==> src/rtl/fpmul_result_buffer.sv <==
`default_nettype none
// ============================================================================
// Module      : fpmul_result_buffer
// Description : Registered output stage for the combinational FP32 multiplier.
//               It accepts product words and their U/O/N flags through a
//               valid/ready handshake, cleans each word into a legal IEEE-754
//               single-precision encoding, and queues the results in a small
//               FIFO. It also keeps sticky exception status.
// Revision    : 1.0 - initial release
// ----------------------------------------------------------------------------
// Ports
//   clk           in   rising-edge clock
//   reset         in   asynchronous active-high reset
//   in_valid      in   multiplier result valid
//   in_ready      out  buffer can accept (== !full)
//   in_result     in   [31:0] raw multiplier product
//   in_u/o/n      in   underflow / overflow / NaN flags
//   out_valid     out  head entry available (== !empty)
//   out_ready     in   consumer accepts head entry
//   out_data      out  [31:0] cleaned word at the FIFO head (0 when empty)
//   out_flags     out  [2:0] {n,o,u} of the head entry (0 when empty)
//   sticky_flags  out  [2:0] {n,o,u} ORed over accepted entries
//   clear_sticky  in   synchronous clear of sticky_flags
//   count         out  [CW-1:0] current occupancy
// Optional feature macro: FPMUL_FTZ_EN
//   When defined, flag-free denormal words are flushed to signed zero and
//   the entry is tagged with the underflow flag.
// ============================================================================
module fpmul_result_buffer #(
    parameter int DEPTH = 4,
    parameter int CW    = $clog2(DEPTH + 1)
) (
    input  logic          clk,
    input  logic          reset,
    input  logic          in_valid,
    output logic          in_ready,
    input  logic [31:0]   in_result,
    input  logic          in_u,
    input  logic          in_o,
    input  logic          in_n,
    output logic          out_valid,
    input  logic          out_ready,
    output logic [31:0]   out_data,
    output logic [2:0]    out_flags,
    output logic [2:0]    sticky_flags,
    input  logic          clear_sticky,
    output logic [CW-1:0] count
);

    localparam int AW = $clog2(DEPTH);

    // Storage is deliberately left un-reset; only pointers and count are.
    logic [31:0]   mem_data_q  [DEPTH];
    logic [2:0]    mem_flags_q [DEPTH];

    logic [AW-1:0] wptr_q, wptr_d;
    logic [AW-1:0] rptr_q, rptr_d;
    logic [CW-1:0] count_q, count_d;
    logic [2:0]    sticky_q, sticky_d;

    logic          full_w;
    logic          empty_w;
    logic          push_w;
    logic          pop_w;
    logic [31:0]   clean_word_w;
    logic [2:0]    clean_flags_w;

    assign full_w  = (count_q == CW'(DEPTH));
    assign empty_w = (count_q == '0);

    // in_ready depends only on registered state, never on out_ready.
    assign in_ready  = !full_w;
    assign out_valid = !empty_w;

    assign push_w = in_valid && in_ready;
    assign pop_w  = out_valid && out_ready;

    // ------------------------------------------------------------------
    // Word cleaning, priority n > o > u. Stored flags are the raw inputs
    // (plus the FTZ-generated u when that feature is built in).
    // ------------------------------------------------------------------
    always_comb begin
        clean_word_w  = in_result;
        clean_flags_w = {in_n, in_o, in_u};
        if (in_n) begin
            clean_word_w = 32'h7FC0_0000;
        end else if (in_o) begin
            clean_word_w = {in_result[31], 8'hFF, 23'h0};
        end else if (in_u) begin
            clean_word_w = {in_result[31], 31'h0};
        end
`ifdef FPMUL_FTZ_EN
        else if ((in_result[30:23] == 8'h00) && (in_result[22:0] != 23'h0)) begin
            clean_word_w     = {in_result[31], 31'h0};
            clean_flags_w[0] = 1'b1;
        end
`else
        else begin
            clean_word_w = in_result;
        end
`endif
    end

    // ------------------------------------------------------------------
    // Next-state logic for pointers, occupancy and sticky status.
    // ------------------------------------------------------------------
    always_comb begin
        wptr_d   = wptr_q;
        rptr_d   = rptr_q;
        count_d  = count_q;
        sticky_d = clear_sticky ? 3'b000 : sticky_q;

        if (push_w) begin
            wptr_d   = wptr_q + AW'(1);
            // A flag arriving with clear_sticky survives the clear.
            sticky_d = sticky_d | clean_flags_w;
        end
        if (pop_w) begin
            rptr_d = rptr_q + AW'(1);
        end

        case ({push_w, pop_w})
            2'b10:   count_d = count_q + CW'(1);
            2'b01:   count_d = count_q - CW'(1);
            default: count_d = count_q;
        endcase
    end

    always_ff @(posedge clk or posedge reset) begin
        if (reset) begin
            wptr_q   <= '0;
            rptr_q   <= '0;
            count_q  <= '0;
            sticky_q <= 3'b000;
        end else begin
            wptr_q   <= wptr_d;
            rptr_q   <= rptr_d;
            count_q  <= count_d;
            sticky_q <= sticky_d;
        end
    end

    always_ff @(posedge clk) begin
        if (push_w && !reset) begin
            mem_data_q[wptr_q]  <= clean_word_w;
            mem_flags_q[wptr_q] <= clean_flags_w;
        end
    end

    // Head entry comes straight from registered storage, so it is stable
    // while the consumer stalls. Forced to zero when empty.
    assign out_data     = empty_w ? 32'h0  : mem_data_q[rptr_q];
    assign out_flags    = empty_w ? 3'b000 : mem_flags_q[rptr_q];
    assign sticky_flags = sticky_q;
    assign count        = count_q;

`ifndef SYNTHESIS
    always @(posedge clk) begin
        if (!reset) begin
            assert (!$isunknown(in_valid))
                else $error("fpmul_result_buffer: in_valid is X/Z");
            assert (!$isunknown(out_ready))
                else $error("fpmul_result_buffer: out_ready is X/Z");
            assert (count_q <= CW'(DEPTH))
                else $error("fpmul_result_buffer: count exceeds DEPTH");
            assert (!(pop_w && empty_w))
                else $error("fpmul_result_buffer: pop while empty");
            assert (!(push_w && full_w))
                else $error("fpmul_result_buffer: push while full");
        end
    end
`endif

endmodule
`default_nettype wire

==> config.mk <==
export PLATFORM = sky130hd
export DESIGN_NAME = fpmul_result_buffer
export DESIGN_NICKNAME = d
export VERILOG_FILES = /design/src/rtl/fpmul_result_buffer.sv
export SDC_FILE = /design/constraint.sdc
export NUM_CORES = 1
export LEC_CHECK = 0
export CAP_MARGIN = 20
export CORE_MARGIN = 1
export CORE_UTILIZATION = 45
export CTS_CLUSTER_SIZE = 16
export DETAILED_ROUTE_END_ITERATION = 10
export PLACE_DENSITY = 0.76
export SYNTH_ARGS = -nofsm -noshare
export SYNTH_HDL_FRONTEND = slang
export SYNTH_SLANG_ARGS = --single-unit
==> constraint.sdc <==
create_clock -name clk -period 4.1 [get_ports clk]
set_input_delay 0.82 -clock clk [delete_from_list [all_inputs] [get_ports clk]]
set_output_delay 0.82 -clock clk [all_outputs]
set_load 0.05 [all_outputs]
* Word level (Yosys, flattened, before mapping)
Memory sizes are Yosys's and may differ from the RTL's. Index checks and enable logic that the tools add are counted.
Word-level totals: bits in read-only memories 0, output and inout bits 43, memories 2, latch bits 0, bits in writable memories 140, input bits 40, register bits 10, logic and storage cells 32
Operators by class: reductions and logical operators 8, shift operators 0, div/mod/pow operators 0, $lt $le $gt $ge 0, eq/ne operators 3, $mul 0, bitwise logic cells 1, muxes and demuxes 10, add/sub/neg operators 4
Memory list:
- mem_data_q | depth 4, bits a word 32, read ports 1, clocked after memory_dff 0, write ports 1, RTL line 53 | logic [31:0] mem_data_q [DEPTH];
- mem_flags_q | depth 4, bits a word 3, read ports 1, clocked after memory_dff 0, write ports 1, RTL line 54 | logic [2:0] mem_flags_q [DEPTH];
Operator list (number):
- 32-bit two-way mux | 2
- 31-bit two-way mux | 2
- 3-bit two-way mux | 3
- 3-bit case mux with 2 select lines | 1
- 2-bit by 1-bit adder with 2-bit output (second input constant) | 2
- 3-bit by 1-bit adder with 3-bit output (second input constant) | 1
- 3-bit equality test (second input constant) | 1
- 1-bit logical AND | 3
- 1-bit logical NOT | 3
- 3-bit logical NOT | 1
- 3-bit OR | 1
- 3-bit by 1-bit subtractor with 3-bit output (second input constant) | 1
- 2-bit by 1-bit equality test with 1-bit output (second input constant) | 1
- 2-bit equality test (second input constant) | 1
- 1-bit two-way mux | 2
- 2-bit nonzero test | 1

* Longest topological paths before layout
depth in word-level cells 6, depth in mapped cells 9, mapped depth without buffers 8

* Worst setup path after synthesis
Ideal clock, no wire load.
path kind register to register, start reg count_q[0], in the netlist count[0], end mem mem_data_q[0][0] (enable), slack -0.440 ns, arrival time 4.062 ns, library setup time 0.478 ns, buffers on the path 0, clock period less this slack 4.540 ns, stages on the path, launching flop included 4, data required time 3.622 ns, cells stage by stage dfrtp_1 or3b_1 nand2_2 nor3b_1
Between the ends: cells in the longest elaborated chain, start to end 6
Ends and longest elaborated chain:
- start: declaration | RTL line 58 | logic [CW-1:0] count_q, count_d;
- start signal: assignment | RTL line 138 | count_q <= count_d;
- 3-bit equality test | RTL line 68 | assign full_w = (count_q == CW'(DEPTH));
- 1-bit logical NOT | RTL line 72 | assign in_ready = !full_w;
- via in_ready | RTL line 36 | output logic in_ready,
- 1-bit logical AND | RTL line 75 | assign push_w = in_valid && in_ready;
- 1-bit logical AND | RTL line 144 | if (push_w && !reset) begin
- 1-bit two-way mux | RTL line 144
- 1-bit two-way mux (implied by the code) | RTL line 145 | mem_data_q[wptr_q] <= clean_word_w;
- end: declaration | RTL line 53
The timed path passes the listed nets, and every way through them passes these cells.

* Worst setup path after layout
start reg rptr_q[1], end out out_flags[1]
Between the ends: cells in the longest elaborated chain, start to end 2
Ends and longest elaborated chain:
- start: declaration | RTL line 57 | logic [AW-1:0] rptr_q, rptr_d;
- start signal: assignment | RTL line 137 | rptr_q <= rptr_d;
- memory read 4 x 3 bit
- 3-bit two-way mux | RTL line 153 | assign out_flags = empty_w ? 3'b000 : mem_flags_q[rptr_q];
- end: declaration | RTL line 44 | output logic [2:0] out_flags,
Every way passes these cells.

==> run summary <==
The worst hold path terminates at count[2]. The number of hold violations in the final report came out at 0. The final standard cell count with taps included and fillers excluded came out at 598. Of all nets on the critical path, the largest fanout is 36. Leaving out fill and tap cells, the most frequent cells in the layout are 140 x edfxtp_1, 82 x clkdlybuf4s50_1, 58 x and2_1. The cell total after placement came out at between 500 and 600. The first global-routing pass estimated ~18000 microns of wire. The initial detailed-routing violation count came out at 138. The worst-case clock buffer depth came out at 2. For this run, the number of Yosys warnings is 0.

Power spread over the standard cell area amounts to ~780 nW/um^2. The number of placed I/O pins is 83. The worst setup path is launched from a register.

The headroom to the max-slew limit is 37.86%. The arrival time at the worst endpoint is roughly 2.7 ns. In this run the tool buffered the top-level ports with 82 buffer cells.

The synthesized design contains 150 register bits. The depth of the worst register-to-register path is 9. The aggregate global routing overflow is 0. Summed over all nets, the half-perimeter wirelength after detailed placement is ~6400 microns.

Max-cap violations in this run came to 0. The largest net degree at the start of global routing is 39. The overall routing resource usage is between 10% and 20%. The area of the mapped netlist came out at between 6000 and 7000 sq um.

Setup slack on the worst reg-to-reg path comes out at 1.66 ns. The post-cts repair resize count came out at 0. The die width came out at about 120 microns.

The first-pass iteration count of the detailed router is 4. The final clock period utilization by the worst path is around 86%. The post-synth net total is roughly 360. Clock skew on the completed layout was measured at around 0.019 ns. Dividing the detail-routed wire length by the instance count gives about 18 microns. The final sum of negative setup slack came out at 0 ns. The endpoint identified for the worst register-to-register timing path is count[2]. For this run, the top clock speed supported by timing is ~280 MHz. The slew of the pin with the lowest slew margin is between 0.9 and 1 ns. The synthesized area per cell is ~19 sq um.

The final core utilization is 58.37%. The number of vias per cell after detailed routing came out at about 5. The startpoint identified for the worst hold timing path is count[2].

Synthesis produced a netlist whose cell count is ~320. STA classifies the critical path endpoint as an output pin. The leakage power came out at roughly 0.0027 uW.

Setup repair after global routing left no endpoint under its margin. The TritonCTS clock tree is yes. The number of antenna violations at the first check in global routing is 1. The die covers approximately 14000 sq um. The clock net in this run drives a total of 150 sinks.

The root buffer cell chosen for the clock tree is clkbuf_16. The startpoint identified for the worst register-to-register timing path is count[1]. The required time at the worst-slack endpoint is between 3 and 4 ns. The setup path with the least slack is of type reg2out.

The number of antenna repair diodes is 0. The number of pins with negative max-slew slack in the final report came to 0. The min-delay analysis places its worst path in the category reg2reg. The floorplan row count is 42. The commonest non-fill, non-tap cell in the layout is edfxtp_1.

The number of buffers created by CTS is 17. The number of nets in the layout is 456. The count of hold-fix buffers inserted at cts came out at 0.

The overall via count from detail_route is about 3000. The share of synthesized area occupied by flip-flops and latches came out at slightly above 70%. The number of setup violations in the final report came out at 0. The time the final worst path needs with I/O delays and setup came out at roughly 3.5 ns. The peak supply drop came out at ~0.53 mV. The routability-driven placement congestion ratio is approximately 0.70. The clock transition time at the flip-flop clock pins of the worst setup and hold paths is 0.06 ns. The H-tree depth is 4.

Yosys mapped the design onto 27 distinct sky130hd cell types. The via count of the first global-routing pass was about 3300. The share of layout cells above drive strength 1 came out at around 17%.

The starting utilization of the core area came out at 46.24%. The die is around 120 microns tall. For this run, design rule violations remaining after detail routing come to 0. The layout overhead on the synthesized area came out at 26.24%. Along the worst hold path, the cell count comes to 1. The total wire length is 10810 microns. The number of nets with antenna violations after detailed routing came out at 0.

The run finished with clean final reports. After clock tree synthesis, the setup repair step added 0 buffers. The placeable core region is 13240 sq um.

The worst hold slack came out at between 0.5 and 0.6 ns. The clock latency reported for the late side of the worst-skew pair came out at between 0.4 and 0.5 ns.
critical path, stage by stage (launching register included):
cell and delay [ns]:
dfrtp_2 0.98, mux4_2 0.39, and2_1 0.14, clkdlybuf4s50_1 0.79
cell type report:
cell class	count	area (sq um)
flip-flops and latches	150	4457
multi-input cells	132	1505
clock buffers	17	425.4
clock inverters	14	137.6
inverters	19	71.32
well taps	176	220.2
fillers	1028	5513
repair buffers	90	913.4
per-layer routing:
layer  part of all wire (%)  vias to the layer above  routed length (microns)  GRT usage [%]
li1                       -                     1408                        -              -
met5                      0                        -                        0              0
met2                     52                       87                     5623          29.09
met4                    1.5                        0                      166          7.437
met1                     41                     1567                     4456          20.47
met3                    5.2                       11                      559          5.116
metrics by stage:
step           power, uW  area (sq um)  setup slack, ns
2_1_floorplan       3862          6123          -0.4404
3_3_place_gp        4559          7139           0.8839
3_5_place_dp        4592          7139           0.8214
4_1_cts             6043          7702           0.3723
5_1_grt             6247          7730           0.4133
6_report            5997          7730           0.5551
synth_stat cells:
| cell type | count | area [sq um] |
|---|---|---|
| buf_6 | 1 | 11.26 |
| nor2b_1 | 1 | 6.260 |
| edfxtp_1 | 140 | 4204 |
| xnor2_1 | 3 | 26.28 |
| nand3_1 | 2 | 10.01 |
| a31o_2 | 1 | 8.760 |
| fa_1 | 1 | 20.02 |
| and2_1 | 58 | 362.9 |
| mux4_1 | 7 | 183.9 |
| clkbuf_1 | 7 | 26.28 |
| dfrtp_1 | 10 | 250.2 |
| mux2i_1 | 1 | 10.01 |
| or3_1 | 1 | 6.260 |
| buf_12 | 3 | 60.06 |
| mux4_2 | 28 | 630.6 |
| nor2_1 | 2 | 7.510 |
| nor3b_1 | 4 | 30.03 |
| inv_1 | 19 | 71.32 |
| ha_1 | 5 | 62.56 |
| o22ai_1 | 2 | 12.51 |
| buf_2 | 4 | 20.02 |
| or3b_1 | 1 | 8.760 |
| nor3_1 | 1 | 5.000 |
| nand2_2 | 1 | 6.260 |
| xor2_1 | 3 | 26.28 |
| mux2_1 | 1 | 11.26 |
| o21ai_0 | 9 | 45.04 |
power by group:
part           internal (uW)  switching (uW)
clock network            883             562
registers               1860             139
logic                   1030            1520
total                   3770            2220
logic make-up (layout without fill, tap and decap cells):
family,after synthesis,after routing,share of synthesized area [%]
DFF,150,150,72.74
buffers and inverters,34,140,3.086
AOI/OAI and AO/OA,12,12,1.083
adders and majority gates,6,6,1.349
muxes,37,37,13.65
xor gates and xnor gates,6,6,0.8584
and+or+nand+nor,71,71,7.234
how the worst max path moves through the flow:
stage,slack [ns],to,from
after floorplan,-0.44,mem_data_q[0][0],count[0]
after global placement,0.88,out_data[23],count[0]
after detailed placement,0.82,out_data[23],count[0]
after CTS,0.37,out_data[23],count[0]
after global routing,0.41,out_flags[1],rptr_q[1]
final,0.56,out_flags[1],rptr_q[1]
flip-flops by register name, indices dropped and copies added, names as in the netlist:
register and count:
sticky_flags 3, mem_data_q 128, count 3, rptr_q 2, wptr_q 2, mem_flags_q 12
(Power assumes the default switching activity.)
==> edit: new RTL, same settings <==
The option `FPMUL_FTZ_EN` is turned on by a define.
--- a/src/rtl/fpmul_result_buffer.sv
+++ b/src/rtl/fpmul_result_buffer.sv
@@ -28,2 +28,4 @@
 // ============================================================================
+`define FPMUL_FTZ_EN
+
 module fpmul_result_buffer #(
Function: changed (Yosys sat finds a counterexample within 4 cycles, from zero or initial values and one cycle with reset high).
==> edit against the original RTL <==
- wire length increased by 18%
- power decreased by 2.5%
- sequential share of layout area decreased by 1.7 points
- final area increased by 3.0%
- area after synthesis increased by 4.0%
- sequential cell count unchanged
- setup slack got worse by 0.15 ns
- largest cell class unchanged
==> edit: results (changes against the original RTL) <==
RR Startpoint=count[0]; post-DP HPWL=8029 um (+26%); dpl ws=0.7996 ns (-0.02179 ns); met2 Use GR=31.57% (+2.5 points); clock power share=24.8% (+0.7 points); CP Launch Point=rptr_q[0]; first-pass GRT wire length=20400 um (+16%); Leak=2.728 nW (+1.8%); largest cells by area after synthesis=edfxtp_1, mux4_2, nor4b_2; vias in the first global route=3712 (+12%); Max IR drop VDD=0.0005445 V (+3.4%); Vias=3387 (+10%); met2 wire length=6352 um (+13%); routed wl met3=945 um (+69%); sequential-to-total area share from yosys stat=69.97% (-2.8 points); met1 Use GR=25.13% (+4.7 points); WP data arrival=2.87 ns (+0.15 ns); Setup Skew=0.008153 ns (-0.01050 ns); final net count=467 (+2.4%); Critical Path Fanout Max=23 (-36%); final worst setup slack=0.4056 ns (-0.1495 ns); initial DRC count=252 (+83%); Post-Synthesis Cell Area=6366 sq um (+4.0%); status=complete, no violations; CP endpoint=out_data[2]; gr usage total=19.23% (+2.0 points); delay-heaviest family, CP=buffers and inverters; reg2reg setup slack=1.80 ns (+0.14 ns)
## edit: stage by stage
stage          instances  cell area, sq um  utilization (%)  hold WS (ns)  power [mW]
5_1_grt              614              7965            57.61        0.5441       6.076
4_1_cts              614              7965            57.61        0.5246       5.897
2_1_floorplan        330              6366                -        0.5796       3.652
6_report             614              7965            57.61        0.5226       5.845
3_5_place_dp         582              7415            53.62        0.4986       4.448
3_3_place_gp         582              7415            53.62        0.5013       4.408
## edit: kinds of logic after synthesis
kind of cell	synth area share [%]
buffers and inverters	2.457
AOI/OAI and AO/OA	2.182
adders and majority gates	1.297
xor gates and xnor gates	0.8256
and+or+nand+nor	10.73
muxes	12.54
DFF	69.97
## edit: final cells by class
class / count / area, sq um / share of cell area (%)
clock inverter: 5 / 77.57 / 0.9739
tap: 180 / 225.2 / 2.828
multi-input combinational: 147 / 1760 / 22.10
timing repair buffer: 93 / 928.4 / 11.66
clock buffer: 27 / 473.0 / 5.938
inverter: 12 / 45.04 / 0.5655
sequential: 150 / 4456 / 55.94
